==> config.mk <==
export PLATFORM = sky130hd
export DESIGN_NAME = exu_brstat_ctl
export DESIGN_NICKNAME = d
export VERILOG_FILES = /design/src/rtl/exu_brstat_ctl_pkg.sv /design/src/rtl/exu_brstat_cnt.sv /design/src/rtl/rvdff.sv /design/src/rtl/exu_brstat_ctl.sv
export SDC_FILE = /design/constraint.sdc
export NUM_CORES = 1
export LEC_CHECK = 0
export ABC_CLOCK_PERIOD_IN_PS = 2800
export CELL_PAD_IN_SITES_DETAIL_PLACEMENT = 0
export CELL_PAD_IN_SITES_GLOBAL_PLACEMENT = 1
export CORE_ASPECT_RATIO = 1.75
export CORE_UTILIZATION = 45
export CTS_BUF_LIST = sky130_fd_sc_hd__clkbuf_8
export CTS_CLUSTER_SIZE = 24
export DETAILED_ROUTE_END_ITERATION = 10
export PLACE_DENSITY_LB_ADDON = 0.15
export SETUP_SLACK_MARGIN = 0.02
export SLEW_MARGIN = 10
export SYNTH_ARGS = -nofsm -noshare
export SYNTH_HDL_FRONTEND = slang
export SYNTH_SLANG_ARGS = --single-unit
==> constraint.sdc <==
create_clock -name clk -period 2.8 [get_ports clk]
set_clock_uncertainty 0.2 [all_clocks]
set_input_delay 0.42 -clock clk [delete_from_list [all_inputs] [get_ports clk]]
set_output_delay 0.42 -clock clk [all_outputs]
set_load 0.1 [all_outputs]
==> src/rtl/exu_brstat_ctl_pkg.sv <==
// rtl/exu_brstat_ctl_pkg.sv - shared branch-statistics event indices and sizes (package veer_types)
package veer_types;
  typedef enum logic [2:0] {
    BRSTAT_PRED      = 3'd0,
    BRSTAT_CORRECT   = 3'd1,
    BRSTAT_MISPRED   = 3'd2,
    BRSTAT_COND_MISP = 3'd3,
    BRSTAT_PRED_T    = 3'd4,
    BRSTAT_PRED_NT   = 3'd5,
    BRSTAT_MISP_T    = 3'd6
  } brstat_evt_e;

  localparam int BRSTAT_NUM_EVT = 7;
  // Wide enough for a per-cycle step of up to two pipes.
  localparam int BRSTAT_STEP_W  = 2;
endpackage

==> src/rtl/exu_brstat_cnt.sv <==
// rtl/exu_brstat_cnt.sv - one event counter: wrapping or saturating, sticky overflow, synchronous clear
module exu_brstat_cnt
  import veer_types::*;
#(
  parameter int CNT_W = 32,
  parameter int SAT   = 0
) (
  input  logic                     clk,
  input  logic                     rst_l,
  input  logic [BRSTAT_STEP_W-1:0] step,
  input  logic                     clr,
  output logic [CNT_W-1:0]         value,
  output logic                     ovf
);
  logic [CNT_W:0]   sum;
  logic [CNT_W-1:0] value_d;
  logic             ovf_d;

  always_comb begin
    sum = {1'b0, value} + {{(CNT_W + 1 - BRSTAT_STEP_W){1'b0}}, step};
    if (clr) begin
      value_d = '0;
      ovf_d   = 1'b0;
    end else begin
      // The carry out of the adder is exactly "this step crossed all-ones".
      ovf_d   = ovf | sum[CNT_W];
      value_d = ((SAT != 0) && sum[CNT_W]) ? {CNT_W{1'b1}} : sum[CNT_W-1:0];
    end
  end

  rvdff #(.WIDTH(CNT_W)) u_value (.din(value_d), .clk(clk), .rst_l(rst_l), .dout(value));
  rvdff #(.WIDTH(1))     u_ovf   (.din(ovf_d),   .clk(clk), .rst_l(rst_l), .dout(ovf));
endmodule

==> src/rtl/rvdff.sv <==
// rtl/rvdff.sv - plain register cell with asynchronous active-low reset to zero
module rvdff #(
  parameter int WIDTH = 1
) (
  input  logic [WIDTH-1:0] din,
  input  logic             clk,
  input  logic             rst_l,
  output logic [WIDTH-1:0] dout
);
  always_ff @(posedge clk or negedge rst_l) begin
    if (!rst_l) dout <= '0;
    else        dout <= din;
  end
endmodule

==> src/rtl/exu_brstat_ctl.sv <==
// rtl/exu_brstat_ctl.sv - branch statistics counters with pipelined read port; RV_BRSTAT_SNAPSHOT_EN adds a shadow bank
module exu_brstat_ctl
  import veer_types::*;
#(
  parameter int NUM_PIPES = 2,
  parameter int CNT_W     = 32,
  parameter int SAT       = 0
) (
  input  logic                      clk,
  input  logic                      rst_l,
`ifdef RV_BRSTAT_SNAPSHOT_EN
  input  logic                      snap_req,
`endif
  input  logic [NUM_PIPES-1:0]      valid,
  input  logic [NUM_PIPES-1:0]      predict_t,
  input  logic [NUM_PIPES-1:0]      predict_nt,
  input  logic [NUM_PIPES-1:0]      actual_taken,
  input  logic [NUM_PIPES-1:0]      cond_mispredict,
  input  logic [NUM_PIPES-1:0]      flush_upper,
  input  logic                      flush,
  input  logic                      freeze,
  input  logic                      rd_req,
  input  logic [2:0]                rd_idx,
  output logic                      rd_ack,
  output logic [CNT_W-1:0]          rd_data,
  output logic                      rd_err,
  input  logic                      clr_req,
  output logic [BRSTAT_NUM_EVT-1:0] ovf
);
  logic [NUM_PIPES-1:0]     gate;
  logic [NUM_PIPES-1:0]     q;
  logic [NUM_PIPES-1:0]     hit  [BRSTAT_NUM_EVT];
  logic [BRSTAT_STEP_W-1:0] step [BRSTAT_NUM_EVT];
  logic [CNT_W-1:0]         live [BRSTAT_NUM_EVT];
  logic [CNT_W-1:0]         src  [BRSTAT_NUM_EVT];
  logic [CNT_W-1:0]         rd_sel;
  logic [CNT_W-1:0]         rd_data_d;
  logic                     rd_err_d;

  // Freeze and flush suppress every event, so a frozen cycle yields a zero step.
  assign gate = valid & {NUM_PIPES{~(flush | freeze)}};
  assign q    = gate & (predict_t | predict_nt);

  always_comb begin
    hit[int'(BRSTAT_PRED)]      = q;
    hit[int'(BRSTAT_CORRECT)]   = q & ~flush_upper;
    hit[int'(BRSTAT_MISPRED)]   = q & flush_upper;
    hit[int'(BRSTAT_COND_MISP)] = q & cond_mispredict;
    hit[int'(BRSTAT_PRED_T)]    = gate & predict_t;
    hit[int'(BRSTAT_PRED_NT)]   = gate & predict_nt;
    hit[int'(BRSTAT_MISP_T)]    = gate & predict_t & ~actual_taken;
  end

  always_comb begin
    for (int e = 0; e < BRSTAT_NUM_EVT; e++) begin
      step[e] = '0;
      for (int p = 0; p < NUM_PIPES; p++) begin
        step[e] = step[e] + {1'b0, hit[e][p]};
      end
    end
  end

  for (genvar e = 0; e < BRSTAT_NUM_EVT; e++) begin : g_evt
    exu_brstat_cnt #(.CNT_W(CNT_W), .SAT(SAT)) u_cnt (
      .clk   (clk),
      .rst_l (rst_l),
      .step  (step[e]),
      .clr   (clr_req),
      .value (live[e]),
      .ovf   (ovf[e])
    );
`ifdef RV_BRSTAT_SNAPSHOT_EN
    // Shadow captures the pre-update (and pre-clear) live value; clr leaves it alone.
    rvdff #(.WIDTH(CNT_W)) u_shadow (
      .din   (snap_req ? live[e] : src[e]),
      .clk   (clk),
      .rst_l (rst_l),
      .dout  (src[e])
    );
`else
    assign src[e] = live[e];
`endif
  end

  always_comb begin
    rd_sel = '0;
    for (int i = 0; i < BRSTAT_NUM_EVT; i++) begin
      if (rd_idx == 3'(i)) rd_sel = src[i];
    end
  end

  // Read data is the value held before this edge's update, so it is latched from src directly.
  assign rd_err_d  = rd_req & (rd_idx == 3'(BRSTAT_NUM_EVT));
  assign rd_data_d = (rd_req & ~rd_err_d) ? rd_sel : '0;

  rvdff #(.WIDTH(1))     u_rd_ack  (.din(rd_req),    .clk(clk), .rst_l(rst_l), .dout(rd_ack));
  rvdff #(.WIDTH(1))     u_rd_err  (.din(rd_err_d),  .clk(clk), .rst_l(rst_l), .dout(rd_err));
  rvdff #(.WIDTH(CNT_W)) u_rd_data (.din(rd_data_d), .clk(clk), .rst_l(rst_l), .dout(rd_data));
endmodule

==> results.yml, run 1 <==
outcome:
  status: "finished with violations"
  violations: "setup timing"
placed_design:
  pre_cts_slack_ps: -941.4
  gp_routability_congestion: 0.8740
  detailed_place_hpwl_um: 33530
  dp.cells: 2086
  portBuffers: 61
drt:
  vias: 13540
  drt_first_pass_iters: 5
  initialDrtViolationCount: 846
  vias_per_cell: 6.197
  wirelength_um: 48130
  post_route_ant_nets: 0
  drc: 0
  drt-wirelength-per-cell_um: 22.04
synth:
  ys_async_sr_fraction_pct: 100.0
  synth_nets: 1657
  synth-compound-area-share_pct: 17.42
  synth-seq-area-share_pct: 44.41
  synthesis.instances: 1622
  netlist_top_cells_area: "sky130_fd_sc_hd__dfrtp_1 (44%), sky130_fd_sc_hd__a21oi_1 (4.5%), sky130_fd_sc_hd__or4_1 (4.4%)"
  synth_top_family_by_area: "simple AND/OR/NAND/NOR gates"
  synth_edf_count: 0
  synth_seq_cells: 265
  yosysMostFrequentCell: "sky130_fd_sc_hd__dfrtp_1"
  synth.avg_cell_area_um2: 9.207
  muxShareOfSynthArea_pct: 3.561
  synth-simple-area-share_pct: 24.11
  synthDistinctLibCells: 59
  post_synth_fa_ha_maj_area_fraction_pct: 1.525
  synth-warning-count: 0
  synthDominantAreaCellType: "sky130_fd_sc_hd__dfrtp_1"
  yosysTopAreaCellShare_pct: 44.41
  synth.cells.most_frequent: "sky130_fd_sc_hd__dfrtp_1 (265), sky130_fd_sc_hd__nor2_1 (158), sky130_fd_sc_hd__a21oi_1 (134)"
  synth.cell_area_mm2: 0.01493
  yosys_most_used_dff: "sky130_fd_sc_hd__dfrtp_1"
  yosys.area_share.xor_xnor_pct: 4.223
floorplanning:
  die_area_mm2: 0.03395
  die_width_um: 139.7
  initial_core_util_pct: 46.03
  placement_rows: 87
  num_io_pins: 62
  fp.coreArea_mm2: 0.03244
  die_height_um: 243.0
worst_hold_path:
  hold-path-cell-count: 1
  min-delay-path-class: "in2reg"
power_and_ir_drop:
  share_of_power_burned_in_registers_pct: 46.2
  power.share.switching_pct: 25.68
  max-vdd-ir-drop_mv: 0.3644
  internal_power_w: 0.006225
  p_sw_w: 0.002151
  clock_power_share_pct: 46.5
  cell_pwr_density_mw_per_mm2: 465.1
  power.leakage_nw: 7.124
  combPwrFrac_pct: 7.3
  totalPowerFinal_w: 0.008376
worst_setup_path:
  crit_path_start_kind: "register"
  crit_path_cell_trace: "inv_2, fa_2, inv_2, ha_4, nand4_1, or4_4, buf_6, or4_4, a21oi_2"
  critical-path-slowest-cell: "sky130_fd_sc_hd__or4_4"
  rrSetupSlack_ps: -50
  crit_fanout: 7
  arrival_ps: 3150
  worst_setup_path_end_kind: "register"
  worstPathRequired_ps: 3110
  cpPeakStageDelay_ps: 580
  worst_r2r_path_depth: 9
  worstSetupPathType: "reg2reg"
sta:
  grt_setup_unrepaired: "true"
  period_share_pct: 101.6
  timing.final.setup_violations: 5
  maxClockFrequency_ghz: 0.3515
  max_slew.worst_pin.slew_ps: 1178
  slew_violations: 0
  setup_ws_ps: -45.19
  timing.slew.headroom_pct: 21.14
  finalHoldViolations: 0
  tns_ps: -115.2
  finalWorstPathRequiredPeriod_ps: 2845
final_layout:
  final_layout_size_suffix_gt1_share_pct: 22.77
  nets: 1784
  num-fill-cells: 3007
  finalNonFillerCells: 2184
  layout-area-overhead-vs-synth_pct: 20.61
clock_network:
  clock_latency_ps: 590
  worst_case_clock_buffer_depth: 3
  htreeDepth: 2
  tritoncts: "done"
  cts_root_buffer: "sky130_fd_sc_hd__clkbuf_8"
  path_clk_slew_ps: 70
  tritoncts.num_buffers: 43
  clock_sinks: 265
global_routing:
  globalRouteTotalUtil_pct: 27.70
  maximum_number_of_pins_on_one_net_before_global_route_repair: 91
  grt_antenna_before_repair: 1
  number_of_global_route_vias_before_repair: 13160
  grt-ovfl-total: 0
  grt_first_pass_wirelength_um: 73330
flow_run:
  maxCapViolCount: 0
==> flip-flops by register name, summed over array words and instances (netlist names) <==
name	cells
g_evt.u_cnt.u_ovf.dout	7
g_evt.u_cnt.u_value.dout	224
u_rd_err.dout	1
u_rd_data.dout	32
u_rd_ack.dout	1
==> power groups by stage <==
stage	Clock, W	Combinational, W	Sequential (W)
after floorplan	0	0.000216	0.00405
after global placement	0	0.000607	0.00394
after detailed placement	0	0.000611	0.00394
after CTS	0.00397	0.000612	0.00387
after global routing	0.00411	0.000656	0.00387
final	0.00390	0.000611	0.00387
==> cell type report <==
| type | instances | area (um^2) | share of cell area [%] |
|---|---|---|---|
| Sequential cell | 265 | 6631 | 36.82 |
| Multi-Input combinational cell | 1184 | 7924 | 43.99 |
| Clock buffer | 61 | 839.6 | 4.661 |
| Inverter | 59 | 221.5 | 1.230 |
| Timing Repair Buffer | 196 | 1740 | 9.663 |
| Antenna cell | 1 | 2.502 | 0.01389 |
| Tap cell | 400 | 500.5 | 2.779 |
| Clock inverter | 18 | 151.4 | 0.8406 |
==> logic make-up (layout without fill, tap and decap cells) <==
group / after synthesis / after routing
AO/OA/AOI/OAI: 397 / 397
adder cells (fa/ha/maj): 14 / 14
XOR/XNOR: 72 / 72
other: 0 / 1
multiplexers: 48 / 48
AND/OR/NAND/NOR: 651 / 653
flip-flops: 265 / 265
buffers and inverters: 175 / 334
==> placed cells by master (no fill, tap or decap), types with 8 or more instances in the layout <==
cell type / netlist / layout
sky130_fd_sc_hd__or4_1: 87 / 76
sky130_fd_sc_hd__inv_2: 1 / 9
sky130_fd_sc_hd__inv_1: 58 / 61
sky130_fd_sc_hd__buf_6: 2 / 12
sky130_fd_sc_hd__or4_4: 2 / 14
sky130_fd_sc_hd__xor2_1: 32 / 32
sky130_fd_sc_hd__and3_1: 10 / 10
sky130_fd_sc_hd__or3_1: 49 / 45
sky130_fd_sc_hd__o31ai_1: 74 / 71
sky130_fd_sc_hd__a21oi_1: 134 / 127
sky130_fd_sc_hd__buf_12: 0 / 12
sky130_fd_sc_hd__xnor2_1: 40 / 40
sky130_fd_sc_hd__o221a_2: 24 / 24
sky130_fd_sc_hd__and4_1: 21 / 21
sky130_fd_sc_hd__nor4_1: 34 / 31
sky130_fd_sc_hd__nor3_1: 15 / 14
sky130_fd_sc_hd__nand4_1: 57 / 57
sky130_fd_sc_hd__a22oi_1: 49 / 49
sky130_fd_sc_hd__nand3_1: 65 / 60
sky130_fd_sc_hd__o22ai_1: 28 / 28
sky130_fd_sc_hd__clkbuf_8: 0 / 62
sky130_fd_sc_hd__nor2b_1: 28 / 25
sky130_fd_sc_hd__mux2_2: 41 / 40
sky130_fd_sc_hd__nor2_1: 158 / 157
sky130_fd_sc_hd__clkdlybuf4s50_1: 0 / 8
sky130_fd_sc_hd__nand2_1: 86 / 81
sky130_fd_sc_hd__buf_4: 7 / 151
sky130_fd_sc_hd__dfrtp_1: 265 / 265
sky130_fd_sc_hd__o21ai_0: 53 / 50
==> worst paths after layout <==
kind	from	to
min reg2reg	g_evt[2].u_cnt.u_ovf.dout	g_evt[2].u_cnt.u_ovf.dout
min	rd_req	u_rd_ack.dout
max in group asynchronous	rst_l	g_evt[2].u_cnt.u_value.dout[1]
min in group asynchronous	rst_l	g_evt[5].u_cnt.u_value.dout[24]
max	g_evt[2].u_cnt.u_value.dout[0]	g_evt[2].u_cnt.u_value.dout[30]
max reg2reg	g_evt[2].u_cnt.u_value.dout[0]	g_evt[2].u_cnt.u_value.dout[30]
==> routing by layer <==
metal	global-route usage, %	part of all wire [%]	vias to the layer above
met5	0	0	-
met4	13.35	5.3	0
met3	2.624	3.0	119
met2	50.91	54	334
met1	31.91	38	6780
li1	-	-	6302
==> stage by stage <==
stage,cell area (um^2),util (%),hold slack [ps]
after CTS,17750,54.72,78.19
after global placement,16660,51.37,143.8
final,18010,55.52,113.3
after floorplan,15150,-,-75.59
after detailed placement,16660,51.37,144.1
after global routing,18010,55.52,103.5
==> worst max-delay path: cells and delay by family (launching register included) <==
kind	cells	cell delay [ps]
adder cells (fa/ha/maj)	2	520
buffers and inverters	3	290
AO/OA/AOI/OAI	1	120
AND/OR/NAND/NOR	3	1270
flip-flops	1	370
==> repair_timing <==
action	in CTS	in global routing
endpoints found under the setup margin	73	42
pin swaps	12	32
setup buffers	6	7
hold endpoints to repair	233	0
gates resized for setup	24	41
gates cloned	1	4
hold buffers	1	0
Power figures use the tool's default switching activity.
==> run 2, diff against run 1 <==
CORE_ASPECT_RATIO = 1.25   (was 1.75)
==> results.yml, run 2 (same netlist as run 1, synthesis figures left out) <==
outcome:
  status: "finished with violations"
  violations: "setup timing"
sta:
  period_share_pct: 101.8
  grt_setup_unrepaired: "true"
  slew_violations: 0
  max_slew.worst_pin.slew_ps: 592.2
  setup_ws_ps: -51.23
  maxClockFrequency_ghz: 0.3507
  finalWorstPathRequiredPeriod_ps: 2851
  timing.slew.headroom_pct: 60.16
  timing.final.setup_violations: 5
  holdWs_ps: 56.96
  tns_ps: -103.2
  finalHoldViolations: 0
final_layout:
  largest_registers: "g_evt.u_cnt.u_value.dout (224), u_rd_data.dout (32), g_evt.u_cnt.u_ovf.dout (7)"
  leading_cell_type_in_the_layout_fill_and_taps_excluded: "sky130_fd_sc_hd__dfrtp_1"
  final_layout_size_suffix_gt1_share_pct: 23.38
  layout-area-overhead-vs-synth_pct: 20.45
  finalNonFillerCells: 2197
  nets: 1779
  largest_register_by_flop_count: "g_evt.u_cnt.u_value.dout"
  diodes: 0
  number_of_flip_flops_in_the_largest_register: 224
  most-common-layout-cells: "sky130_fd_sc_hd__dfrtp_1 (265), sky130_fd_sc_hd__nor2_1 (157), sky130_fd_sc_hd__buf_4 (149)"
power_and_ir_drop:
  power.leakage_nw: 7.080
  p_sw_w: 0.002165
  power.share.switching_pct: 26.57
  cell_pwr_density_mw_per_mm2: 453.0
  clock_power_share_pct: 44.9
  combPwrFrac_pct: 7.6
  totalPowerFinal_w: 0.008149
  max-vdd-ir-drop_mv: 0.3863
  share_of_power_burned_in_registers_pct: 47.5
  internal_power_w: 0.005984
global_routing:
  maximum_number_of_pins_on_one_net_before_global_route_repair: 71
  grt.met1_usage_pct: 34.16
  grt-ovfl-total: 0
  grt_first_pass_wirelength_um: 70990
  globalRouteMet2Util_pct: 45.86
  globalRouteTotalUtil_pct: 27.04
  grt_antenna_before_repair: 1
  number_of_global_route_vias_before_repair: 12850
  use_met3_pct: 4.435
  globalRoute.busiestLayer: "met2"
placed_design:
  gp_routability_congestion: 0.8452
  pre_cts_slack_ps: -895.9
  dp.cells: 2098
  detailed_place_hpwl_um: 31960
  portBuffers: 61
worst_hold_path:
  hold_start: "clr_req"
  min-delay-path-class: "in2reg"
  min_delay_worst_endpoint: "g_evt[6].u_cnt.u_value.dout[31]"
  hold-path-cell-count: 2
worst_setup_path:
  critical_path.reg2reg.endpoint: "g_evt[2].u_cnt.u_value.dout[28]"
  crit_path_start_kind: "input pin"
  rrSetupSlack_ps: 10
  worst_setup_path_end_kind: "register"
  timing.rr.start: "g_evt[2].u_cnt.u_value.dout[0]"
  arrival_ps: 3170
  worstSetupPathType: "in2reg"
  worstPathRequired_ps: 3120
  crit_fanout: 8
  worst_r2r_path_depth: 9
clock_network:
  clock_sinks: 265
  tritoncts: "done"
  clock_latency_ps: 590
  cts_root_buffer: "sky130_fd_sc_hd__clkbuf_8"
  htreeDepth: 2
  worst_case_clock_buffer_depth: 3
  tritoncts.num_buffers: 46
  path_clk_slew_ps: 60
floorplanning:
  die_width_um: 164.9
  placement_rows: 74
  initial_core_util_pct: 45.69
  num_io_pins: 62
  die_area_mm2: 0.03392
  die_height_um: 205.7
  fp.coreArea_mm2: 0.03268
drt:
  drt-wirelength-per-cell_um: 20.70
  initialDrtViolationCount: 896
  post_route_ant_nets: 0
  drt_first_pass_iters: 5
  vias_per_cell: 6.045
  drc: 0
  wirelength_um: 45470
  vias: 13280
flow_run:
  maxCapViolCount: 0
==> run 2: changes by cell type in the layout (fill, tap and decap cells not counted), sizes merged <==
cell           change
clkbuf             -6
clkinv             +4
inv                +4
buf                -3
bufinv             -2
or4                -2
clkdlybuf4s15      +1
clkinvlp           +1
diode              -1
dlygate4sd2        -1
==> run 2: per-layer routing <==
| metal | vias up | wire length (um) |
|---|---|---|
| met4 | 0 | 1433 |
| met1 | 6561 | 18930 |
| li1 | 6321 | - |
| met5 | - | 0 |
| met3 | 83 | 2129 |
| met2 | 315 | 22980 |
==> run 2: worst max path at each step <==
stage / start / end / slack [ps] / cells past startpoint
floorplan: flush / g_evt[2].u_cnt.u_value.dout[26] / -260 / 12
global placement: flush / g_evt[2].u_cnt.u_value.dout[28] / -850 / 13
detailed placement: flush / g_evt[2].u_cnt.u_value.dout[20] / -900 / 13
CTS: g_evt[2].u_cnt.u_value.dout[0] / g_evt[2].u_cnt.u_value.dout[30] / -50 / 9
global route: flush / g_evt[1].u_cnt.u_value.dout[16] / -110 / 16
finish: flush / g_evt[2].u_cnt.u_value.dout[28] / -50 / 13
==> run 2: area by class of cell <==
cell class	instances	area, um^2
clock buffers	58	798.3
clock inverters	25	133.9
fillers	3001	14700
inverters	59	221.5
multi-input cells	1182	7998
flip-flops and latches	265	6631
well taps	418	523.0
repair buffers	190	1682
==> run 2: worst max-delay path, stage by stage <==
cell and delay [ps]:
sky130_fd_sc_hd__buf_6 90, sky130_fd_sc_hd__nor2_4 170, sky130_fd_sc_hd__nand3_2 110, sky130_fd_sc_hd__nand2_2 120, sky130_fd_sc_hd__nand2_2 80, sky130_fd_sc_hd__fa_2 420, sky130_fd_sc_hd__inv_2 80, sky130_fd_sc_hd__ha_4 120
sky130_fd_sc_hd__nand4_1 150, sky130_fd_sc_hd__or4_4 590, sky130_fd_sc_hd__buf_6 160, sky130_fd_sc_hd__or4_4 510, sky130_fd_sc_hd__a21oi_2 140
==> run 2: stage by stage <==
step	utilization, %	cell area (um^2)
floorplan	-	15150
global placement	50.99	16660
detailed placement	50.99	16660
CTS	54.06	17670
global route	55.03	17990
finish	55.03	17990
==> run 2: power groups by stage <==
| stage | registers, W | logic, W | clock network (W) |
|---|---|---|---|
| final | 0.00387 | 0.000621 | 0.00366 |
| after global routing | 0.00387 | 0.000671 | 0.00391 |
| after CTS | 0.00387 | 0.000619 | 0.00376 |
| after detailed placement | 0.00394 | 0.000616 | 0 |
| after global placement | 0.00394 | 0.000612 | 0 |
| after floorplan | 0.00405 | 0.000216 | 0 |
==> run 2: timing repair <==
action                     in CTS  in global routing
pin swaps                      11                 26
setup endpoints to repair      53                 25
hold buffers                    1                  0
hold endpoints to repair      265                  0
cloned                          1                  1
resized for setup              19                 59
setup buffers                   6                  7
